### config.mk
export PLATFORM = sky130hd
export DESIGN_NAME = pixel_pack_fifo_flat
export DESIGN_NICKNAME = d
export VERILOG_FILES = /design/src/rtl/pixel_pack_pkg.sv /design/src/rtl/pixel_pack_if.sv /design/src/rtl/sync_fifo.sv /design/src/rtl/pixel_pack_fifo.sv /design/src/flat_wrapper.sv
export SDC_FILE = /design/constraint.sdc
export NUM_CORES = 1
export LEC_CHECK = 0
export CAP_MARGIN = 20
export CORE_UTILIZATION = 45
export CTS_CLUSTER_SIZE = 30
export DETAILED_ROUTE_END_ITERATION = 16
export DONT_BUFFER_PORTS = 1
export GPL_ROUTABILITY_DRIVEN = 0
export PLACE_DENSITY = 0.65
export SYNTH_ARGS = -nofsm -noshare
export SYNTH_HDL_FRONTEND = slang
export SYNTH_SLANG_ARGS = --single-unit
export TNS_END_PERCENT = 1
### constraint.sdc
create_clock -name clk -period 2.7 [get_ports clk]
set_clock_uncertainty 0.15 [all_clocks]
set_input_delay 0.405 -clock clk [delete_from_list [all_inputs] [get_ports clk]]
set_output_delay 0.405 -clock clk [all_outputs]
set_load 0.02 [all_outputs]
### src/rtl/pixel_pack_pkg.sv
// Shared widths, entry layout and defaults for the pixel pack FIFO.
package pixel_pack_pkg;

  localparam int NIBBLE_W = 4;
  localparam int BYTE_W   = 8;
  localparam int ENTRY_W  = 9;

  localparam logic [NIBBLE_W-1:0] DEFAULT_PAD_VALUE = 4'h0;

  typedef struct packed {
    logic              last;
    logic [BYTE_W-1:0] data;
  } pack_entry_t;

  // Build a FIFO entry: hi nibble is the later pixel, lo nibble the earlier one.
  function automatic pack_entry_t make_entry(input logic last,
                                             input logic [NIBBLE_W-1:0] hi,
                                             input logic [NIBBLE_W-1:0] lo);
    pack_entry_t e;
    e.last = last;
    e.data = {hi, lo};
    return e;
  endfunction

endpackage

### src/rtl/pixel_pack_if.sv
// Pixel-in / byte-out handshake bundle for pixel_pack_fifo.
// slave: the packer's view; master: the view of whoever drives pixels and sinks bytes.
interface pixel_pack_if;
  import pixel_pack_pkg::*;

  logic                in_valid;
  logic [NIBBLE_W-1:0] in_data;
  logic                in_last;
  logic                in_ready;
  logic                out_valid;
  logic [BYTE_W-1:0]   out_data;
  logic                out_last;
  logic                out_ready;

  modport slave (
    input  in_valid, in_data, in_last, out_ready,
    output in_ready, out_valid, out_data, out_last
  );

  modport master (
    output in_valid, in_data, in_last, out_ready,
    input  in_ready, out_valid, out_data, out_last
  );

endinterface

### src/rtl/sync_fifo.sv
// Single-clock FIFO: storage, wrapping pointers and occupancy count.
// Caller guarantees push only when not full and pop only when not empty.
// flush has priority over push/pop and empties the FIFO on the next edge.
module sync_fifo
  import pixel_pack_pkg::*;
#(
  parameter int DEPTH = 4,
  parameter int WIDTH = ENTRY_W,
  localparam int AW = $clog2(DEPTH),
  localparam int CW = $clog2(DEPTH + 1)
) (
  input  logic             clk,
  input  logic             rst,
  input  logic             flush,
  input  logic             push,
  input  logic [WIDTH-1:0] wdata,
  input  logic             pop,
  output logic [WIDTH-1:0] rdata,
  output logic [CW-1:0]    count
);

  logic [WIDTH-1:0] mem_q [DEPTH];
  logic [WIDTH-1:0] mem_d [DEPTH];
  logic [AW-1:0]    wr_ptr_q, wr_ptr_d;
  logic [AW-1:0]    rd_ptr_q, rd_ptr_d;
  logic [CW-1:0]    count_q, count_d;

  // Next-state for storage, pointers and occupancy.
  always_comb begin
    mem_d    = mem_q;
    wr_ptr_d = wr_ptr_q;
    rd_ptr_d = rd_ptr_q;
    count_d  = count_q;
    if (flush) begin
      wr_ptr_d = '0;
      rd_ptr_d = '0;
      count_d  = '0;
    end else begin
      if (push) begin
        mem_d[wr_ptr_q] = wdata;
        wr_ptr_d        = wr_ptr_q + AW'(1);
      end
      if (pop) rd_ptr_d = rd_ptr_q + AW'(1);
      case ({push, pop})
        2'b10:   count_d = count_q + CW'(1);
        2'b01:   count_d = count_q - CW'(1);
        default: count_d = count_q;
      endcase
    end
  end

  // Control state is reset; the data array is not, it is only read when count != 0.
  always_ff @(posedge clk) begin
    if (rst) begin
      wr_ptr_q <= '0;
      rd_ptr_q <= '0;
      count_q  <= '0;
    end else begin
      wr_ptr_q <= wr_ptr_d;
      rd_ptr_q <= rd_ptr_d;
      count_q  <= count_d;
    end
  end

  // Storage update.
  always_ff @(posedge clk) begin
    mem_q <= mem_d;
  end

  assign rdata = mem_q[rd_ptr_q];
  assign count = count_q;

endmodule

### src/rtl/pixel_pack_fifo.sv
// Packs 4-bit pixels two-per-byte and buffers the bytes with frame-end marking.
// An odd final pixel is padded with PAD_VALUE in the high nibble.
// Optional feature macro: PIXEL_PACK_COUNT_EN adds a saturating popped-byte counter.
module pixel_pack_fifo
  import pixel_pack_pkg::*;
#(
  parameter int                  DEPTH     = 4,
  parameter logic [NIBBLE_W-1:0] PAD_VALUE = DEFAULT_PAD_VALUE
) (
  input  logic              clk,
  input  logic              rst,
  input  logic              flush,
  pixel_pack_if.slave       bus
`ifdef PIXEL_PACK_COUNT_EN
  ,
  output logic [15:0]       byte_count
`endif
);

  localparam int CW = $clog2(DEPTH + 1);

  logic [NIBBLE_W-1:0] hold_q, hold_d;
  logic                hold_valid_q, hold_valid_d;
  logic [CW-1:0]       fifo_count;
  logic [ENTRY_W-1:0]  fifo_rdata;
  pack_entry_t         push_entry;
  pack_entry_t         head;
  logic                accept;
  logic                push;
  logic                pop;

  // Readiness depends only on registered count and the rst/flush inputs.
  assign bus.in_ready  = !rst && !flush && (fifo_count != CW'(DEPTH));
  assign bus.out_valid = (fifo_count != '0) && !flush;
  assign accept        = bus.in_valid && bus.in_ready;
  assign pop           = bus.out_valid && bus.out_ready;
  assign push          = accept && (hold_valid_q || bus.in_last);

  // A lone last pixel is padded; otherwise the held nibble is the earlier pixel.
  assign push_entry = hold_valid_q ? make_entry(bus.in_last, bus.in_data, hold_q)
                                   : make_entry(1'b1, PAD_VALUE, bus.in_data);

  // Holding register: park the first pixel of a pair until its partner arrives.
  always_comb begin
    hold_d       = hold_q;
    hold_valid_d = hold_valid_q;
    if (flush) begin
      hold_valid_d = 1'b0;
    end else if (accept) begin
      if (hold_valid_q) begin
        hold_valid_d = 1'b0;
      end else if (!bus.in_last) begin
        hold_d       = bus.in_data;
        hold_valid_d = 1'b1;
      end
    end
  end

  // Holding register flops.
  always_ff @(posedge clk) begin
    if (rst) begin
      hold_q       <= '0;
      hold_valid_q <= 1'b0;
    end else begin
      hold_q       <= hold_d;
      hold_valid_q <= hold_valid_d;
    end
  end

  sync_fifo #(
    .DEPTH (DEPTH),
    .WIDTH (ENTRY_W)
  ) u_fifo (
    .clk   (clk),
    .rst   (rst),
    .flush (flush),
    .push  (push),
    .wdata (push_entry),
    .pop   (pop),
    .rdata (fifo_rdata),
    .count (fifo_count)
  );

  assign head         = pack_entry_t'(fifo_rdata);
  assign bus.out_data = head.data;
  assign bus.out_last = head.last;

`ifdef PIXEL_PACK_COUNT_EN
  logic [15:0] byte_count_q, byte_count_d;

  // Popped-byte counter, saturating, cleared by flush.
  always_comb begin
    byte_count_d = byte_count_q;
    if (flush) begin
      byte_count_d = '0;
    end else if (pop && (byte_count_q != 16'hFFFF)) begin
      byte_count_d = byte_count_q + 16'd1;
    end
  end

  // Counter flop.
  always_ff @(posedge clk) begin
    if (rst) byte_count_q <= '0;
    else     byte_count_q <= byte_count_d;
  end

  assign byte_count = byte_count_q;
`endif

endmodule

### src/flat_wrapper.sv
// flat-port wrapper written by rule: the top's interface ports become plain ports
module pixel_pack_fifo_flat import pixel_pack_pkg::*;
#(
  parameter int                  DEPTH     = 4,
  parameter logic [NIBBLE_W-1:0] PAD_VALUE = DEFAULT_PAD_VALUE
)
  (clk, rst, flush, bus_in_valid, bus_in_data, bus_in_last, bus_out_ready, bus_in_ready, bus_out_valid, bus_out_data, bus_out_last);
  pixel_pack_if bus_i ();
  input  logic clk;
  input  logic rst;
  input  logic flush;
  input wire logic [$bits(bus_i.in_valid)-1:0] bus_in_valid;
  input wire logic [$bits(bus_i.in_data)-1:0] bus_in_data;
  input wire logic [$bits(bus_i.in_last)-1:0] bus_in_last;
  input wire logic [$bits(bus_i.out_ready)-1:0] bus_out_ready;
  output wire logic [$bits(bus_i.in_ready)-1:0] bus_in_ready;
  output wire logic [$bits(bus_i.out_valid)-1:0] bus_out_valid;
  output wire logic [$bits(bus_i.out_data)-1:0] bus_out_data;
  output wire logic [$bits(bus_i.out_last)-1:0] bus_out_last;
  assign bus_i.in_valid = bus_in_valid;
  assign bus_i.in_data = bus_in_data;
  assign bus_i.in_last = bus_in_last;
  assign bus_i.out_ready = bus_out_ready;
  assign bus_in_ready = bus_i.in_ready;
  assign bus_out_valid = bus_i.out_valid;
  assign bus_out_data = bus_i.out_data;
  assign bus_out_last = bus_i.out_last;
  pixel_pack_fifo #(.DEPTH(DEPTH), .PAD_VALUE(PAD_VALUE)) u_core (.clk(clk), .rst(rst), .flush(flush), .bus(bus_i));
endmodule
## After elaboration in Yosys (flattened, before gate mapping)

Cells that the tools add are included.

| cells by class | value |
|---|---|
| $add $sub $neg | 4 |
| order comparisons | 3 |
| equality and inequality tests | 3 |
| multiplexer cells | 10 |
| bitwise operators | 5 |
| reduce and logical (&&, ||, !) cells | 15 |

Operator list:

| operator | count |
|---|---|
| $bwmux 36 | 1 |
| $mux 9 | 4 |
| $bmux 9 s2 | 1 |
| $demux 9 s2 | 1 |
| $logic_and 1x1->1 | 7 |
| $ge 3x3->1 const B | 2 |
| $not 2->3 | 2 |
| $pmux 3 s2 | 1 |
| $add 2x1->2 const B | 2 |
| $reduce_and 4->1 | 1 |
| $add 3x1->3 const B | 1 |
| $lt 3x1->1 const B | 1 |
| $ne 3x3->1 const B | 1 |
| $not 1->1 | 3 |
| $reduce_bool 3->1 | 1 |
| $sub 3x1->3 const B | 1 |
| $eq 2x1->1 const B | 1 |
| $eq 2x2->1 const B | 1 |
| $logic_not 1->1 | 2 |
| $mux 1 | 2 |
| $reduce_and 2->1 | 1 |
| $reduce_bool 2->1 | 1 |
| $reduce_or 2->1 | 1 |
| $logic_or 1x1->1 | 1 |

| storage, ports and cells | value |
|---|---|
| register bits | 48 |
| output and inout bits | 11 |

## Longest topological paths before layout

Gate-level depths: netlist of the first run.

| depth | value |
|---|---|
| word-level depth | 7 |
| gate-level depth with buffers | 9 |
| depth with buffers taken out | 9 |

## Hierarchy

Synthesis of the first run repeated with hierarchy kept, for this count alone.

| second synthesis, totals | value |
|---|---|
| cells, all modules | 134 |
| area total of the unflattened synthesis | 2011.9 um^2 |

By module, submodules not included:

| module | instances | cells an instance | area an instance (um^2) | seq. area each (um^2) |
|---|---|---|---|---|
| sync_fifo | 1 | 91 | 1692.9 | 1221.2 |
| pixel_pack_fifo | 1 | 43 | 319.1 | 100.1 |

## Least setup slack after synthesis of the first run

Ideal clock, no wire load.

| path | value |
|---|---|
| kind | register to register |
| start | register u_core.u_fifo.count_q[0], in the netlist u_core.u_fifo.count[0] |
| end | register u_core.u_fifo.count_q[2], in the netlist u_core.u_fifo.count[2] |
| library setup time | 0.070 ns |
| arrival | 2.079 ns |
| data required time | 2.480 ns |
| path slack | 0.401 ns |
| stages on the path, launching flop included | 10 |
| clock period less this slack | 2.299 ns |
| path through | dfxtp_1 nor3b_2 nor3_4 inv_1 ha_1 inv_1 fa_1 xor2_1 or3_1 a21oi_1 |

| on the way | value |
|---|---|
| word-level cells in the longest chain between the ends | 6 |

Ends and longest elaborated chain:

| element | RTL line | RTL |
|---|---|---|
| start, declared | sync_fifo.sv:26 | `logic [CW-1:0] count_q, count_d;` |
| start signal, assigned | sync_fifo.sv:61 | `count_q <= count_d;` |
| $ne 3x3->1 | pixel_pack_fifo.sv:33 | `assign bus.in_ready = !rst && !flush && (fifo_count != CW'(DEPTH));` |
| $logic_and 1x1->1 | pixel_pack_fifo.sv:33 |  |
| $logic_and 1x1->1 | pixel_pack_fifo.sv:35 | `assign accept = bus.in_valid && bus.in_ready;` |
| $logic_and 1x1->1 | pixel_pack_fifo.sv:37 | `assign push = accept && (hold_valid_q \|\| bus.in_last);` |
| $eq 2x1->1 / $eq 2x2->1 (equally long branches) | sync_fifo.sv:44 | `case ({push, pop})` |
| $pmux 3 s2 / $reduce_bool 2->1 (equally long branches) | -- |  |

Parallel ways exist; a longest one is shown, timed or not.
A chain may end at the register's enable or synchronous reset.

## Worst setup path in the final report of the first run

| path | value |
|---|---|
| start | register u_core.u_fifo.count_q[0], in the netlist u_core.u_fifo.count[0] |
| end | register u_core.u_fifo.count_q[2], in the netlist u_core.u_fifo.count[2] |

RTL lines:

| element | RTL line | RTL |
|---|---|---|
| $reduce_bool 3->1 (*) | pixel_pack_fifo.sv:34 | `assign bus.out_valid = (fifo_count != '0) && !flush;` |
| $logic_and 1x1->1 (*) | pixel_pack_fifo.sv:34 |  |
| $logic_and 1x1->1 (*) | pixel_pack_fifo.sv:36 | `assign pop = bus.out_valid && bus.out_ready;` |
| via u_core.pop | pixel_pack_fifo.sv:30 | `logic pop;` |
| $eq 2x1->1 / $eq 2x2->1 (equally long branches) | sync_fifo.sv:44 |  |
| $pmux 3 s2 / $reduce_bool 2->1 (equally long branches) | -- |  |

Mark *: on every way through the listed nets, which the timed path passes. The rest lies on a longest branch.

==> impl_results.md, run 1 <==
- Outcome: finished clean
- Routed wire per std cell: approximately 18 um
- Max layer used: met4
- Synthesized Nets: ~160
- Slowest stage delay, CP: between 0.4 and 0.5 ns
- Tmin final: around 2.5 ns
- EDFF count, synth: 36
- CTS max path bufs: 2
- PortBufs: 0
- Die Width: just under 70 um
- Antenna-violating nets left: 0
- Final Instance Area: around 2200 um^2
- Full die area: around 4800 um^2
- Ys flop type: edfxtp_1
- Num CTS Buffers: 5
- WP data arrival: between 2 and 3 ns
- Reg2reg start: u_core.u_fifo.count[0]$_SDFFE_PP0P_
- Post-CTS setup buffer count: 0
- CP max FO: 5
- Total core area: 4350 um^2
- Clock sink count: 48
- DR iter-0 viols: 65
- Async set-reset flop share out of synthesis: 0%
- Ranking of synthesized cells by area: edfxtp_1, dfxtp_1, mux4_2, ha_1, inv_1
- Vias in the first global route: 1124
- Met2 wire length: between 1500 and 2000 um
- Cell Area, Synth: 2050 um^2
- Hold Path Origin: bus_in_data[2]
- Max Cap Viol: 0
- Leak: 0.710 nW
- Post-DR vias/cell: 5.64
- Layout area overhead: 7.08%
- Slew Limit Fails: 0
- H-tree depth: 2
- Synth Instances: 139
- Met3 routed WL: between 200 and 250 um
- Yosys warning count: 0
- Worst skew pair latency: 0.29 ns
- Hold crit path type: input pin to flop
- Global Route Usage Sum: between 15 and 20%
- Crit path cell chain: nor3_1, nor3b_1, ha_1, inv_1, fa_1, xor2_1, or3_1, a21oi_1
- Overflow left after global routing: 0
- Worst-path clk slew: roughly 0.09 ns
- Largest area contributor in the netlist: edfxtp_1
- CP Class: flop to flop
- Setup_tns: 0 ns
- Reg-to-Reg End: u_core.u_fifo.count[2]$_SDFFE_PP0P_
- Final worst-path cycle share: 91.8%
- Synth unique cells: 32
- Unrepaired setup endpoints after global routing: false
- Hold Crit Depth: 2
- Die Y-Extent: around 69 um
- Area after DPL: between 2000 and 2500 um^2
- Post-DP HPWL: 2350 um
- IO Count: 21
- Maximum number of pins on one net before global-route repair: 16
- Fin. Hold Viols: 0
- WHS Endpoint: u_core.hold_q[2]$_SDFFE_PP0P_
- Via total after detailed routing: between 1000 and 1500
- Slew Limit Headroom: 51.0%
- CP Launch Type: flop
- Maximum vdd drop: 187 uV
- Final-layout fill cell count: approximately 370
- Critical Path RT: 2.78 ns
- Final setup vio count: 0
- Resize count post-CTS: 0
- Critical-path top delay cell: fa_1
- Clk root buf: clkbuf_8
- Metal-1 WL: about 1500 um
- F_max: 403 MHz
- FF-to-FF setup slack: between 0.2 and 0.25 ns
- First-pass GRT wire length: 5640 um
- Drt drc: 0
- Yosys reg bits: 48
- Num rows: 24
- Sequential area share after synthesis: 64.5%
- Avg Cell Area, Syn: ~15 um^2
- PwrDens: approximately 570 nW/um^2
- Final #Nets: 160
- Share of layout cells above drive strength 1: a little under 20%
- Number of hold buffers added after CTS: 0
- Reg2Reg Depth: 8
- CTS tree: done
- Antenna Diode Count: 0
- First-pass iteration count of the detailed router: 4
- Initial antenna violation count: 0
- Worst Tran Pin Value: around 0.73 ns
- DRT Wirelength: 3480 um
- Yosys top cell area share: roughly 53%
- CP Capture Type: flop
- Starting density of the core: between 40% and 50%
## cell usage after synthesis, types with 3 or more instances
cell      number
inv_1         11
nand2_1        6
dfxtp_1       12
mux4_2         9
clkbuf_1       3
o21ai_0        7
nor2_1         7
o21ai_1        4
edfxtp_1      36
and2_1         4
and2_2         4
o311ai_0       4
a21oi_1        4
ha_1           5
## layer usage
layer | track usage (%) | up-vias
met5 | 0 | -
met4 | 5.44 | 0
met3 | 6.10 | 4
met2 | 26.0 | 22
met1 | 19.1 | 555
li1 | - | 530
## final cells by class
class                      instances  area, um^2  share of cell area (%)
clock buffer                       7        76.3                    3.48
clock inverter                     1        5.00                   0.228
inverter                          11        41.3                    1.88
multi-input combinational         76         671                    30.6
sequential                        48        1320                    60.2
tap                               52        65.1                    2.96
timing repair buffer               2        15.0                   0.684
## per-stage QoR
stage                     setup WS [ns]  hold WS (ns)  util [%]  power [mW]  instances
final                             0.221         0.113      50.4        1.24        197
after global routing             0.0565         0.115      50.4        1.28        197
after CTS                         0.205         0.105      50.4        1.25        197
after detailed placement          0.219         0.337      48.5       0.849        189
after global placement            0.335         0.337      48.5       0.848        189
after floorplan                   0.401         0.313         -       0.841        139
## critical path: cells and delay by family, from the launching register on
family                   cells  cell delay (ns)
adder cells (fa/ha/maj)      2             0.69
AO/OA/AOI/OAI                1             0.14
XOR/XNOR                     1             0.16
AND/OR/NAND/NOR              3             0.79
flip-flops                   1             0.42
buffers and inverters        1             0.07
## sequential cells by signal, summed over array words and instances, names as in the netlist
name / count
u_core.u_fifo.rd_ptr_q: 2
u_core.u_fifo.wr_ptr_q: 2
u_core.u_fifo.mem_q: 36
u_core.u_fifo.count: 3
u_core.hold_q: 4
u_core.hold_valid_q: 1
## power breakdown
part           internal [mW]  switching, mW
sequential             0.793        0.00332
combinational         0.0125         0.0238
clock                  0.182          0.229
## worst max-delay path by stage
stage | slack, ns | start | cells after the start | to
detailed placement | 0.22 | u_core.u_fifo.count[0]$_SDFFE_PP0P_ | 8 | u_core.u_fifo.count[2]$_SDFFE_PP0P_
floorplan | 0.40 | u_core.u_fifo.count[0]$_SDFFE_PP0P_ | 9 | u_core.u_fifo.count[2]$_SDFFE_PP0P_
CTS | 0.20 | u_core.u_fifo.count[0]$_SDFFE_PP0P_ | 8 | u_core.u_fifo.count[2]$_SDFFE_PP0P_
finish | 0.22 | u_core.u_fifo.count[0]$_SDFFE_PP0P_ | 8 | u_core.u_fifo.count[2]$_SDFFE_PP0P_
global placement | 0.34 | u_core.u_fifo.count[0]$_SDFFE_PP0P_ | 8 | u_core.u_fifo.count[2]$_SDFFE_PP0P_
global route | 0.06 | u_core.u_fifo.count[0]$_SDFFE_PP0P_ | 8 | u_core.u_fifo.count[2]$_SDFFE_PP0P_
## cells in the final DEF (no fill, tap or decap)
cell | synthesis | routed
edfxtp_1 | 36 | 36
dfxtp_1 | 12 | 12
inv_1 | 11 | 11
mux4_2 | 9 | 9
nor2_1 | 7 | 7
o21ai_0 | 7 | 7
nand2_1 | 6 | 6
ha_1 | 5 | 5
clkbuf_8 | 0 | 5
and2_2 | 4 | 4
and2_1 | 4 | 4
a21oi_1 | 4 | 4
o311ai_0 | 4 | 4
o21ai_1 | 4 | 4
nor3b_1 | 2 | 2
or2_2 | 2 | 2
xor2_1 | 2 | 2
or3_1 | 2 | 2
mux2i_1 | 2 | 2
clkbuf_1 | 3 | 2
buf_4 | 0 | 2
nor3_1 | 1 | 1
nor3b_2 | 1 | 1
or3b_4 | 1 | 1
nor3_4 | 1 | 1
nand2b_1 | 1 | 1
or3b_2 | 1 | 1
nand3_1 | 1 | 1
or3_2 | 1 | 1
nand4_1 | 1 | 1
o31ai_1 | 1 | 1
nand3b_1 | 1 | 1
fa_1 | 1 | 1
clkinv_2 | 0 | 1
## logic make-up (layout without fill, tap and decap cells)
family / after synthesis / in the layout / synth area share [%]
adders and majority gates: 6 / 6 / 4.03
xor gates and xnor gates: 2 / 2 / 0.855
and+or+nand+nor: 37 / 37 / 11.2
muxes: 11 / 11 / 10.9
buffers and inverters: 15 / 21 / 2.81
AOI/OAI and AO/OA: 20 / 20 / 5.74
DFF: 48 / 48 / 64.5
Power figures use the tool's default switching activity.
==> run 2: changes to the inputs <==
CELL_PAD_IN_SITES_DETAIL_PLACEMENT = 1   (was default)
CELL_PAD_IN_SITES_GLOBAL_PLACEMENT = 1   (was default)
PLACE_DENSITY = 0.78   (was 0.65)
SETUP_SLACK_MARGIN = 0.2   (was default)
==> run 2 against run 1 <==
- sequential share of layout area shrank 1.1 points
- clock-buffer cell count shrank 2
- final cell count is the same
- critical path type is now flop to output port
- critical endpoint is now bus_out_data[4]
- largest cell class unchanged
==> impl_results.md, run 2 (same netlist as run 1, synthesis figures left out) <==
- Vias in the first global route: 1211 (was 1124)
- Most common cell after layout, fill and taps aside: edfxtp_1 (unchanged)
- CTS max path bufs: 2 (unchanged)
- WP data arrival: 1.83 ns (was 2.56 ns)
- Starting density of the core: 47.1% (unchanged)
- Drt drc: 0 (unchanged)
- Clock sink count: 48 (unchanged)
- Num rows: 24 (unchanged)
- Global Route Usage Sum: 18.1% (was 15.8%)
- Setup_tns: 0 ns (unchanged)
- Worst skew pair latency: 0.31 ns (was 0.29 ns)
- Critical Path RT: 2.14 ns (was 2.78 ns)
- Worst Tran Pin Value: 0.778 ns (was 0.733 ns)
- Reg2reg start: u_core.u_fifo.count[0]$_SDFFE_PP0P_ (unchanged)
- Routed wire per std cell: 20.6 um (was 17.7 um)
- Maximum vdd drop: 223 uV (was 187 uV)
- Reg-to-Reg End: u_core.u_fifo.count[2]$_SDFFE_PP0P_ (unchanged)
- CP Capture Type: output port (was flop)
- Worst-path clk slew: 0.09 ns (about the same)
- H-tree depth: 2 (unchanged)
- Final Instance Area: 2240 um^2 (was 2190 um^2)
- Unrepaired setup endpoints after global routing: false (unchanged)
- Switch Pwr: 0.283 mW (was 0.256 mW)
- CP Class: flop to output port (was flop to flop)
- Critical path's top delay family: flip-flops (was simple AND/OR/NAND/NOR gates)
- Final worst-path cycle share: 88.3% (was 91.8%)
- Slowest stage delay, CP: 0.84 ns (was 0.44 ns)
- CP Launch Type: flop (unchanged)
- Total core area: 4350 um^2 (unchanged)
- First-pass GRT wire length: 6290 um (was 5640 um)
- Max FFs per register: 36 (unchanged)
- Hold Path Origin: bus_in_data[2] (unchanged)
- Critical-path top delay cell: dfxtp_1 (was fa_1)
- Share of layout cells above drive strength 1: 23.4% (was 19.3%)
- Clk root buf: clkbuf_8 (unchanged)
- Num CTS Buffers: 5 (unchanged)
- Internal: 1.08 mW (was 0.988 mW)
- Max Cap Viol: 0 (unchanged)
- Layout area overhead: 9.46% (was 7.08%)
- Multi-input logic area: 682 um^2 (was 671 um^2)
- Final setup vio count: 0 (unchanged)
- Hold Crit Depth: 2 (unchanged)
- DR iter-0 viols: 75 (was 65)
- Hold crit path type: input pin to flop (unchanged)
- CP bufs+invs: 0 (was 1)
- Switch share: 20.7% (was 20.6%)
- Flop pwr share: 58.2% (was 64.0%)
- Worst hold slack: 0.106 ns (was 0.113 ns)
- PortBufs: 0 (unchanged)
- Overflow left after global routing: 0 (unchanged)
- Maximum number of pins on one net before global-route repair: 17 (was 16)
- Via total after detailed routing: 1122 (was 1111)
- Final-layout fill cell count: 406 (was 365)
- CP max FO: 12 (was 5)
- First-pass iteration count of the detailed router: 4 (unchanged)
- Antenna-violating nets left: 0 (unchanged)
- Outcome: finished clean (unchanged)
- F_max: 420 MHz (was 403 MHz)
- FF-to-FF setup slack: 0.33 ns (was 0.22 ns)
- Die Width: 69.5 um (unchanged)
- Area after DPL: 2110 um^2 (unchanged)
- Full die area: 4830 um^2 (unchanged)
- Clock Power Share: 39.0% (was 33.0%)
- Largest reg by FF count: u_core.u_fifo.mem_q (unchanged)
- DRT Wirelength: 4060 um (was 3480 um)
- Fin. Hold Viols: 0 (unchanged)
- Leak: 0.723 nW (was 0.710 nW)
- Final #Nets: 160 (unchanged)
- Slew Limit Fails: 0 (unchanged)
- Die Y-Extent: 69.5 um (unchanged)
- Crit path cell chain: mux4_2 (was nor3_1, nor3b_1, ha_1, inv_1, fa_1, xor2_1, or3_1, a21oi_1)
- Initial antenna violation count: 0 (unchanged)
- IO Count: 21 (unchanged)
- PwrDens: 610 nW/um^2 (was 567 nW/um^2)
- Antenna Diode Count: 0 (unchanged)
- WHS Endpoint: u_core.hold_q[2]$_SDFFE_PP0P_ (unchanged)
- Tmin final: 2.38 ns (was 2.48 ns)
- Post-DP HPWL: 2970 um (was 2350 um)
- Post-DR vias/cell: 5.70 (was 5.64)
- Power share of the combinational group: 2.8% (was 2.9%)
- CTS tree: done (unchanged)
- Slew Limit Headroom: 48.1% (was 51.0%)
- Reg2Reg Depth: 8 (unchanged)
- Register Area: 1330 um^2 (was 1320 um^2)
- Highest-count cells in the layout ignoring fill and taps: edfxtp_1, inv_1, mux4_2, dfxtp_1 (was edfxtp_1, dfxtp_1, inv_1)
run 2: layer usage:
layer,GRT usage (%),part of all wire (%),up-vias
met3,4.22,3.6,9
met1,19.7,40,571
met2,33.3,54,18
met4,7.94,2.0,0
li1,-,-,524
met5,0,0,-
run 2: worst max-delay path by stage:
stage | from | endpoint | slack (ns) | cells after the start
final | u_core.u_fifo.rd_ptr_q[0]$_SDFFE_PP0P_ | bus_out_data[4] | 0.32 | 1
after global routing | u_core.u_fifo.count[0]$_SDFFE_PP0P_ | u_core.u_fifo.count[2]$_SDFFE_PP0P_ | 0.15 | 8
after CTS | u_core.u_fifo.count[0]$_SDFFE_PP0P_ | u_core.u_fifo.count[2]$_SDFFE_PP0P_ | 0.21 | 8
after detailed placement | flush | u_core.u_fifo.count[2]$_SDFFE_PP0P_ | 0.23 | 9
after global placement | u_core.u_fifo.count[0]$_SDFFE_PP0P_ | u_core.u_fifo.count[2]$_SDFFE_PP0P_ | 0.33 | 8
after floorplan | u_core.u_fifo.count[0]$_SDFFE_PP0P_ | u_core.u_fifo.count[2]$_SDFFE_PP0P_ | 0.40 | 9
run 2: per-stage QoR:
stage	util, %	setup WS [ns]	std cells	power (mW)
6_report	51.5	0.316	197	1.37
5_1_grt	51.5	0.147	197	1.41
4_1_cts	51.2	0.212	197	1.38
3_5_place_dp	48.5	0.227	189	0.852
3_3_place_gp	48.5	0.328	189	0.848
2_1_floorplan	-	0.401	139	0.841
run 2: final cells by class:
cell class / count / area share [%]
sequential: 48 / 59.1
multi-input combinational: 76 / 30.4
clock buffer: 5 / 3.07
tap: 52 / 2.90
clock inverter: 3 / 2.06
inverter: 11 / 1.84
timing repair buffer: 2 / 0.669
run 2: power by group through the flow:
stage	combinational, mW	clock [mW]	sequential (mW)
5_1_grt	0.0420	0.567	0.797
4_1_cts	0.0384	0.542	0.796
3_3_place_gp	0.0354	0	0.813
6_report	0.0380	0.533	0.796
2_1_floorplan	0.0295	0	0.812
3_5_place_dp	0.0384	0	0.813
run 2: what timing repair did:
action / in CTS / in global routing
endpoints found under the setup margin: 0 / 1
setup buffers: 0 / 0
hold buffers: 0 / 0
gates resized for setup: 0 / 5
